**src/rtl/traffic_phase_ctrl.sv**
```systemverilog
// Single-approach traffic light phase sequencer driving an external cycle timer.
// Optional watchdog (FLASH state, fault output) is built when WATCHDOG_EN is defined.
module traffic_phase_ctrl #(
  parameter int T_GREEN  = 5,
  parameter int T_YELLOW = 2,
  parameter int T_RED    = 4,
  parameter int T_WALK   = 3
`ifdef WATCHDOG_EN
  , parameter int WDT_LIMIT = 31
`endif
) (
  input  logic       clock,
  input  logic       reset,
  input  logic       timer_done,
  input  logic       ped_req,
  output logic [2:0] timer_max,
  output logic       timer_restart,
  output logic [2:0] light,
  output logic       walk,
  output logic       ped_ack,
  output logic       fault
);

  typedef enum logic [2:0] {S_GREEN, S_YELLOW, S_RED, S_WALK, S_FLASH} state_t;

  localparam logic [2:0] L_RED    = 3'b100;
  localparam logic [2:0] L_YELLOW = 3'b010;
  localparam logic [2:0] L_GREEN  = 3'b001;

  function automatic logic [2:0] phase_max(input state_t s);
    case (s)
      S_GREEN:  phase_max = 3'(T_GREEN);
      S_YELLOW: phase_max = 3'(T_YELLOW);
      S_WALK:   phase_max = 3'(T_WALK);
      default:  phase_max = 3'(T_RED);
    endcase
  endfunction

  state_t     state_q, state_d;
  logic [1:0] blank_q, blank_d;
  logic       pending_q, pending_d;
  logic [2:0] timer_max_q, timer_max_d;
  logic       timer_restart_q, timer_restart_d;
  logic [2:0] light_q, light_d;
  logic       walk_q, walk_d;
  logic       ped_ack_q, ped_ack_d;
  logic       accept, wdt_trip, phase_entry;

`ifdef WATCHDOG_EN
  logic [4:0] wdt_q, wdt_d;
  logic       fault_q, fault_d;
`endif

  always_comb begin
    // NOTE: every variable gets a default before any branch so no latch is inferred.
    state_d         = state_q;
    blank_d         = (blank_q != 2'd0) ? blank_q - 2'd1 : 2'd0;
    pending_d       = pending_q | ped_req;
    timer_max_d     = timer_max_q;
    timer_restart_d = 1'b0;
    ped_ack_d       = 1'b0;
    phase_entry     = 1'b0;
    wdt_trip        = 1'b0;
    // A stale done flag from the previous phase is masked while blank is non-zero.
    accept          = (blank_q == 2'd0) && timer_done;

`ifdef WATCHDOG_EN
    wdt_d    = (state_q == S_FLASH) ? wdt_q : wdt_q + 5'd1;
    wdt_trip = (state_q != S_FLASH) && (wdt_q == 5'(WDT_LIMIT - 1));
`endif

    if (state_q == S_FLASH) begin
      pending_d = pending_q;
    end else if (wdt_trip) begin
      state_d = S_FLASH;
    end else if (accept) begin
      phase_entry = 1'b1;
      case (state_q)
        S_GREEN:  state_d = S_YELLOW;
        S_YELLOW: state_d = S_RED;
        S_RED:    state_d = pending_q ? S_WALK : S_GREEN;
        default:  state_d = S_GREEN;
      endcase
    end

    if (phase_entry) begin
      blank_d         = 2'd2;
      timer_restart_d = 1'b1;
      timer_max_d     = phase_max(state_d);
`ifdef WATCHDOG_EN
      wdt_d           = 5'd0;
`endif
      if (state_d == S_WALK) begin
        pending_d = 1'b0;
        ped_ack_d = 1'b1;
      end
    end

    case (state_d)
      S_GREEN:  light_d = L_GREEN;
      S_YELLOW: light_d = L_YELLOW;
      S_FLASH:  light_d = (state_q == S_FLASH) ? (light_q ^ L_YELLOW) : L_YELLOW;
      default:  light_d = L_RED;
    endcase
    walk_d = (state_d == S_WALK);

`ifdef WATCHDOG_EN
    fault_d = (state_d == S_FLASH);
`endif
  end

  always_ff @(posedge clock) begin
    // NOTE: sequential state uses non-blocking assignments so all flops update together.
    if (reset) begin
      state_q         <= S_RED;
      blank_q         <= 2'd2;
      pending_q       <= 1'b0;
      timer_max_q     <= 3'(T_RED);
      timer_restart_q <= 1'b1;
      light_q         <= L_RED;
      walk_q          <= 1'b0;
      ped_ack_q       <= 1'b0;
`ifdef WATCHDOG_EN
      wdt_q           <= 5'd0;
      fault_q         <= 1'b0;
`endif
    end else begin
      state_q         <= state_d;
      blank_q         <= blank_d;
      pending_q       <= pending_d;
      timer_max_q     <= timer_max_d;
      timer_restart_q <= timer_restart_d;
      light_q         <= light_d;
      walk_q          <= walk_d;
      ped_ack_q       <= ped_ack_d;
`ifdef WATCHDOG_EN
      wdt_q           <= wdt_d;
      fault_q         <= fault_d;
`endif
    end
  end

  assign timer_max     = timer_max_q;
  assign timer_restart = timer_restart_q;
  assign light         = light_q;
  assign walk          = walk_q;
  assign ped_ack       = ped_ack_q;
`ifdef WATCHDOG_EN
  assign fault         = fault_q;
`else
  assign fault         = 1'b0;
`endif

endmodule

```
**config.mk**
```make
export PLATFORM = sky130hd
export DESIGN_NAME = traffic_phase_ctrl
export DESIGN_NICKNAME = d
export VERILOG_FILES = /design/src/rtl/traffic_phase_ctrl.sv
export SDC_FILE = /design/constraint.sdc
export NUM_CORES = 1
export LEC_CHECK = 0
export BUFFER_PORTS_ARGS = -buffer_cell sky130_fd_sc_hd__buf_2
export CAP_MARGIN = 20
export CORE_UTILIZATION = 43
export DETAILED_ROUTE_END_ITERATION = 10
export MAX_ROUTING_LAYER = met4
export PLACE_DENSITY = 0.68
export SLEW_MARGIN = 20
export SYNTH_ARGS = -nofsm -noshare
export SYNTH_HDL_FRONTEND = slang
export SYNTH_SLANG_ARGS = --single-unit
```
**constraint.sdc**
```tcl
create_clock -name clock -period 1.3 [get_ports clock]
set_input_delay 0.065 -clock clock [delete_from_list [all_inputs] [get_ports clock]]
set_output_delay 0.065 -clock clock [all_outputs]
set_load 0.05 [all_outputs]
```
==> flow_metrics.py, run 1 <==
metrics = {
    "cells_and_area": {
        "area.growth.synth_to_final_pct": 27.99,
        "drive_gt1_share_pct": 46.39,
        "antennaDiodeCount": 0,
        "finalInstanceArea_um2": 869.6,
        "fillerInstances": 111,
        "nets": 102,
        "regArea_um2": 307.8,
        "multi_input_area_um2": 355.3,
        "fin_util_pct": 62.90,
    },
    "synthesis": {
        "ys_seq_elements": 15,
        "synthFlopType": "dfxtp_1",
        "synth.cell_area_um2": 679.4,
        "yosys.area_share.xor_xnor_pct": 0,
        "synthAdderAreaFrac_pct": 0,
        "syn_avg_cell_area_um2": 9.059,
        "yosys_warnings": 0,
        "async_reset_ff_share_pct": 0,
        "synth-edff-count": 0,
        "synth_compound_area_share_pct": 16.57,
        "synthMuxAreaShare_pct": 0,
        "syn_inst": 75,
        "synth_top_family_by_area": "simple AND/OR/NAND/NOR gates",
        "ys_types": 27,
        "ys_seq_area_share_pct": 44.20,
        "synth.net_count": 79,
        "yosys.area_share.simple_pct": 29.65,
    },
    "run": {
        "drv_cap": 0,
    },
    "setup_path": {
        "cp_cell_sequence": "or3b_4 -> a21oi_4 -> nor2_2 -> buf_4 -> nand2_1",
        "rr_worst_depth": 5,
        "reg2reg_slack_ns": -0.002,
        "worstSetupStartpointType": "flop",
        "worst-setup-path-type": "flop to flop",
        "cp.depth": 5,
        "max_stage_delay_ns": 0.48,
        "worst-path-buf-inv": 1,
        "endpoint_kind": "flop",
        "endpoint": "blank_q[1]$_SDFF_PP1_",
        "cp_max_fo": 8,
        "r2r_end": "blank_q[1]$_SDFF_PP1_",
        "critPathTopFamily": "simple AND/OR/NAND/NOR gates",
        "worstPathArrival_ns": 1.54,
        "reg2reg_from": "blank_q[0]$_SDFF_PP0_",
        "cp.required_ns": 1.54,
        "startpoint": "blank_q[0]$_SDFF_PP0_",
        "critPathSlowestCell": "or3b_4",
    },
    "detailed_routing": {
        "drt_iter0_drc": 16,
        "vias": 584,
        "wire_per_inst_um": 11.75,
        "firstDrtPassIters": 5,
        "vias_per_cell": 5.214,
        "postRouteAntennaNets": 0,
        "post-route-drc-count": 0,
        "routed_wl_um": 1316,
    },
    "global_routing": {
        "grt_overflow_total": 0,
        "antenna_found_initial": 0,
        "grt_pass1_wl_um": 2214,
        "grt_pass1_vias": 533,
        "grt.total_usage_pct": 16.84,
        "grt_max_degree": 10,
    },
    "die": {
        "fp.coreArea_mm2": 0.001383,
        "die_w_um": 41.75,
        "io_pins": 14,
        "start_util_pct": 49.14,
        "dieArea_mm2": 0.001743,
        "rows": 13,
        "die_h_um": 41.75,
    },
    "power_and_ir_drop": {
        "powerDensity_mw_per_mm2": 1162,
        "total_power_uw": 1010,
        "power.leakage_uw": 0.0003748,
        "irDropWorstVdd_mv": 0.6867,
    },
    "clock_tree": {
        "cts_buffer_depth": 2,
        "cts.sinks": 15,
        "htree_num_levels": 1,
        "hold_buffers": 0,
        "cts_tree": "yes",
        "path_clk_slew_ns": 0.09,
        "clkLatencyLatePin_ns": 0.29,
        "root_buffer": "clkbuf_4",
        "numCtsBuffers": 3,
    },
    "place": {
        "port-buffer-count": 12,
        "place_hpwl_um": 937.1,
        "place_area_um2": 783.3,
        "place_congestion": 0.8491,
    },
    "timing": {
        "fin_crit_sh_pct": 100.1,
        "finalSetupViolCount": 1,
        "fin_ws_ns": -0.001659,
        "fmax_mhz": 768.3,
        "hold_viol_final": 0,
        "slew_violations": 0,
        "rsz0062_at_grt": "true",
        "fin_crit_ns": 1.302,
        "skew_ns": 0.006372,
    },
    "hold_path": {
        "hold_class": "input port to flop",
    },
    "outcome": {
        "status": "finished, violations left",
        "violations": "setup timing",
    },
}
## layout by cell type, fill, tap and decap left out, drive strengths merged, types with 2 or more instances in the layout
cell type  Yosys  final
nand3b         2      2
nor2          12     12
a31oi          2      2
a21o           2      2
nand2         11     11
buf            6     24
dfxtp         15     15
nand3          4      4
clkbuf         0      4
a21oi          6      6
or3b           2      2
nand2b         2      2
nor3b          2      2
## stage by stage
| step | instances | hold WS (ns) | TNS [ns] | setup slack [ns] |
|---|---|---|---|---|
| floorplan | 75 | 0.2468 | 0 | 0.04107 |
| global placement | 107 | 0.3595 | -0.05146 | -0.02697 |
| detailed placement | 107 | 0.3664 | -0.3057 | -0.06416 |
| CTS | 111 | 0.06369 | 0 | 0.008404 |
| global route | 112 | 0.07821 | -0.4227 | -0.05020 |
| finish | 112 | 0.06339 | -0.001659 | -0.001659 |
## sequential cells by signal, summed over array words and instances, names as in the netlist
name and flops:
blank_q 2, timer_restart 1, ped_ack 1, pending_q 1
light 3, state_q 3, timer_max 3, walk 1
## timing repair
item,CTS,global route
gates cloned,0,0
setup endpoints to repair,12,7
pin swaps,0,10
gates resized for setup,2,15
setup buffers,0,1
## kinds of logic after synthesis
family	Yosys count
buffers and inverters	7
DFF	15
other	1
AOI/OAI and AO/OA	15
and+or+nand+nor	37
## layout make-up
cell class / count / share of cell area, %
inverters: 1 / 0.4317
well taps: 15 / 2.158
repair buffers: 24 / 18.13
multi-input cells: 53 / 40.86
clock buffers: 4 / 3.022
flip-flops and latches: 15 / 35.40
## cells in the mapped netlist (2+ instances only)
library cell  count  area share (%)
or3b_1            2             2.6
a31oi_1           2             1.8
a21oi_1           4             2.9
buf_6             4             6.6
a21o_1            2             2.2
nor2_1           12             6.6
a21oi_2           2             2.6
nand2_1          10             5.5
dfxtp_1          15              44
nand2b_1          2             1.8
nand3_1           3             2.2
nand3b_1          2             2.2
## worst min-delay path by stage
stage	endpoint	cells after the start	startpoint	slack, ns
3_3_place_gp	state_q[0]$_SDFF_PP0_	2	reset	0.36
4_1_cts	state_q[0]$_SDFF_PP0_	2	reset	0.06
6_report	state_q[0]$_SDFF_PP0_	2	reset	0.06
3_5_place_dp	state_q[0]$_SDFF_PP0_	2	reset	0.37
2_1_floorplan	state_q[0]$_SDFF_PP0_	2	reset	0.25
5_1_grt	pending_q$_SDFF_PP0_	3	ped_req	0.08
## where the power goes
part	leakage [uW]	switching, uW	total (uW)	internal (uW)
Combinational	0.000236	143	235	91.5
Clock	0.0000150	147	266	119
Sequential	0.000124	21.9	510	488
## layer usage
layer  track usage, %  routed length (um)  share of wire, %
met1            20.54                 619                47
met2            25.00                 619                47
met3            3.913                  40               3.0
met4            10.32                  36               2.7
met5                -                   0                 0
(Power assumes the default switching activity.)
==> inputs of run 2 (changes only) <==
--- a/config.mk
+++ b/config.mk
@@ -7,11 +7,14 @@
 export LEC_CHECK = 0
 export BUFFER_PORTS_ARGS = -buffer_cell sky130_fd_sc_hd__buf_2
 export CAP_MARGIN = 20
-export CORE_UTILIZATION = 43
+export CELL_PAD_IN_SITES_DETAIL_PLACEMENT = 1
+export CELL_PAD_IN_SITES_GLOBAL_PLACEMENT = 2
+export CORE_UTILIZATION = 27
 export DETAILED_ROUTE_END_ITERATION = 10
+export GPL_TIMING_DRIVEN = 0
 export MAX_ROUTING_LAYER = met4
-export PLACE_DENSITY = 0.68
-export SLEW_MARGIN = 20
+export PLACE_DENSITY_LB_ADDON = 0.1
+export SLEW_MARGIN = 10
 export SYNTH_ARGS = -nofsm -noshare
 export SYNTH_HDL_FRONTEND = slang
 export SYNTH_SLANG_ARGS = --single-unit
==> run 2 against run 1 <==
Compared with the run above: the run still ends with setup timing left; count of clock-buffer cells in the layout down 1; worst hold slack better by 0.023 ns; core utilization down 23 points; clock skew up 0.0059 ns; die area up 56%; setup slack worse by 0.0048 ns; flip-flop and latch count unchanged; critical endpoint is now state_q[2]$_SDFF_PP0_; routed wire length up 22%; design area up 5.6%; non-clock buffer count down 2; critical path depth down 1; sequential power about the same.
==> flow_metrics.py, run 2 (synthesis gave the netlist of run 1 again) <==
metrics = {
    "outcome": {
        "status": "finished, violations left",
        "violations": "setup timing",
    },
    "clock_tree": {
        "clkLatencyLatePin_ns": 0.29,
        "htree_num_levels": 1,
        "root_buffer": "clkbuf_4",
        "cts_buffer_depth": 2,
        "numCtsBuffers": 3,
        "path_clk_slew_ns": 0.10,
        "cts_tree": "yes",
        "cts.sinks": 15,
    },
    "detailed_routing": {
        "wire_per_inst_um": 13.02,
        "post-route-drc-count": 0,
        "firstDrtPassIters": 4,
        "drt_iter0_drc": 9,
        "postRouteAntennaNets": 0,
        "vias": 581,
        "routed_wl_um": 1602,
        "vias_per_cell": 4.724,
    },
    "timing": {
        "rsz0062_at_grt": "true",
        "fmax_mhz": 765.4,
        "hold_viol_final": 0,
        "finalSetupViolCount": 1,
        "setup_tns_ns": -0.006495,
        "skew_ns": 0.01225,
        "fin_crit_ns": 1.306,
        "slew_violations": 0,
        "fin_ws_ns": -0.006495,
        "fin_crit_sh_pct": 100.5,
    },
    "power_and_ir_drop": {
        "sw_frac_of_total_pct": 32.38,
        "p_seq_share_pct": 49.6,
        "internal_power_uw": 695.8,
        "irDropWorstVdd_mv": 0.6028,
        "switchingPower_uw": 333.2,
        "clkPwrFrac_pct": 26.7,
        "share_comb_of_total_power_pct": 23.8,
        "power.leakage_uw": 0.0003760,
        "total_power_uw": 1029,
        "powerDensity_mw_per_mm2": 1120,
    },
    "place": {
        "port-buffer-count": 11,
        "place_congestion": 0.7139,
        "place_hpwl_um": 1076,
        "pre_cts_slack_ns": -0.1647,
        "place_area_um2": 769.5,
    },
    "global_routing": {
        "antenna_found_initial": 0,
        "grt_pass1_vias": 559,
        "grt_overflow_total": 0,
        "grt_pass1_wl_um": 2898,
        "grt.total_usage_pct": 15.85,
        "grt_max_degree": 11,
    },
    "die": {
        "dieArea_mm2": 0.002721,
        "io_pins": 14,
        "fp.coreArea_mm2": 0.002297,
        "die_h_um": 52.16,
        "rows": 17,
        "die_w_um": 52.16,
        "start_util_pct": 29.58,
    },
    "setup_path": {
        "worst-setup-path-type": "flop to flop",
        "cp.required_ns": 1.48,
        "cp_max_fo": 8,
        "critPathTopFamily": "simple AND/OR/NAND/NOR gates",
        "max_stage_delay_ns": 0.47,
        "worst-path-buf-inv": 0,
        "cp_cell_sequence": "or3b_4 -> a21oi_4 -> nor2_4 -> and2_4",
        "worstSetupStartpointType": "flop",
        "critPathSlowestCell": "or3b_4",
        "worstPathArrival_ns": 1.49,
        "cp.depth": 4,
        "endpoint_kind": "flop",
        "rr_worst_depth": 4,
    },
    "hold_path": {
        "hold_depth": 3,
        "hold_class": "input port to flop",
    },
    "cells_and_area": {
        "drive_gt1_share_pct": 49.47,
        "final_cell_mix": "12 x dfxtp_1, 11 x buf_2, 8 x nand2_1, 8 x nor2_1, 6 x buf_6",
        "nets": 100,
        "final_common_cell": "dfxtp_1",
        "area.growth.synth_to_final_pct": 35.17,
        "antennaDiodeCount": 0,
        "multi_input_area_um2": 382.9,
        "finalInstanceArea_um2": 918.4,
        "fin_util_pct": 39.98,
        "regArea_um2": 306.5,
        "fillerInstances": 278,
    },
    "run": {
        "drv_cap": 0,
    },
}
[run 2: cell types whose count changed in the layout (fill, tap and decap cells not counted), sizes merged]
cell	change
buf	-3
clkbuf	-1
clkinv	+1
dlygate4sd3	+1
[run 2: worst paths after layout]
path / start / slack, ns / end
min: ped_req / 0.09 / pending_q$_SDFF_PP0_
max reg2reg: blank_q[0]$_SDFF_PP0_ / -0.006 / state_q[2]$_SDFF_PP0_
min reg2reg: timer_max[2]$_SDFFE_PP1P_ / 0.46 / timer_max[2]$_SDFFE_PP1P_
max: blank_q[0]$_SDFF_PP0_ / -0.006 / state_q[2]$_SDFF_PP0_
[run 2: power groups by stage]
stage	registers, uW	logic, uW	clock network (uW)
6_report	510	244	274
5_1_grt	515	263	326
4_1_cts	508	224	293
3_5_place_dp	517	198	0
3_3_place_gp	516	198	0
2_1_floorplan	568	104	0
[run 2: layout make-up]
class	count	share of cell area (%)
Sequential cell	15	33.38
Inverter	1	0.4087
Buffer	5	5.313
Clock inverter	1	0.5450
Clock buffer	3	2.452
Timing Repair Buffer	17	12.40
Multi-Input combinational cell	53	41.69
Tap cell	28	3.815
[run 2: timing repair]
action                                  CTS  global route
gates resized for setup                   7            19
endpoints found under the setup margin    8            11
hold buffers                              1             0
hold endpoints to repair                  5             0
pin swaps                                 1             9
buffers inserted                          4             1
[run 2: through the flow]
| stage | std cells | hold slack (ns) |
|---|---|---|
| final | 123 | 0.08622 |
| after global routing | 123 | 0.08177 |
| after CTS | 123 | 0.07347 |
| after detailed placement | 114 | 0.2812 |
| after global placement | 114 | 0.2791 |
| after floorplan | 75 | 0.2468 |
[run 2: layer usage]
metal  track usage (%)  vias to the layer above  share of wire, %
met5                 -                        -                 0
met4             9.211                        0               1.1
met3             3.509                        2               3.9
met2             21.15                       12                44
met1             21.59                      273                51
li1                  -                      294                 -
[run 2: tightest hold or removal path: stages]
cell and delay [ns]:
buf_2 0.10, a21oi_1 0.12, a311oi_1 0.05
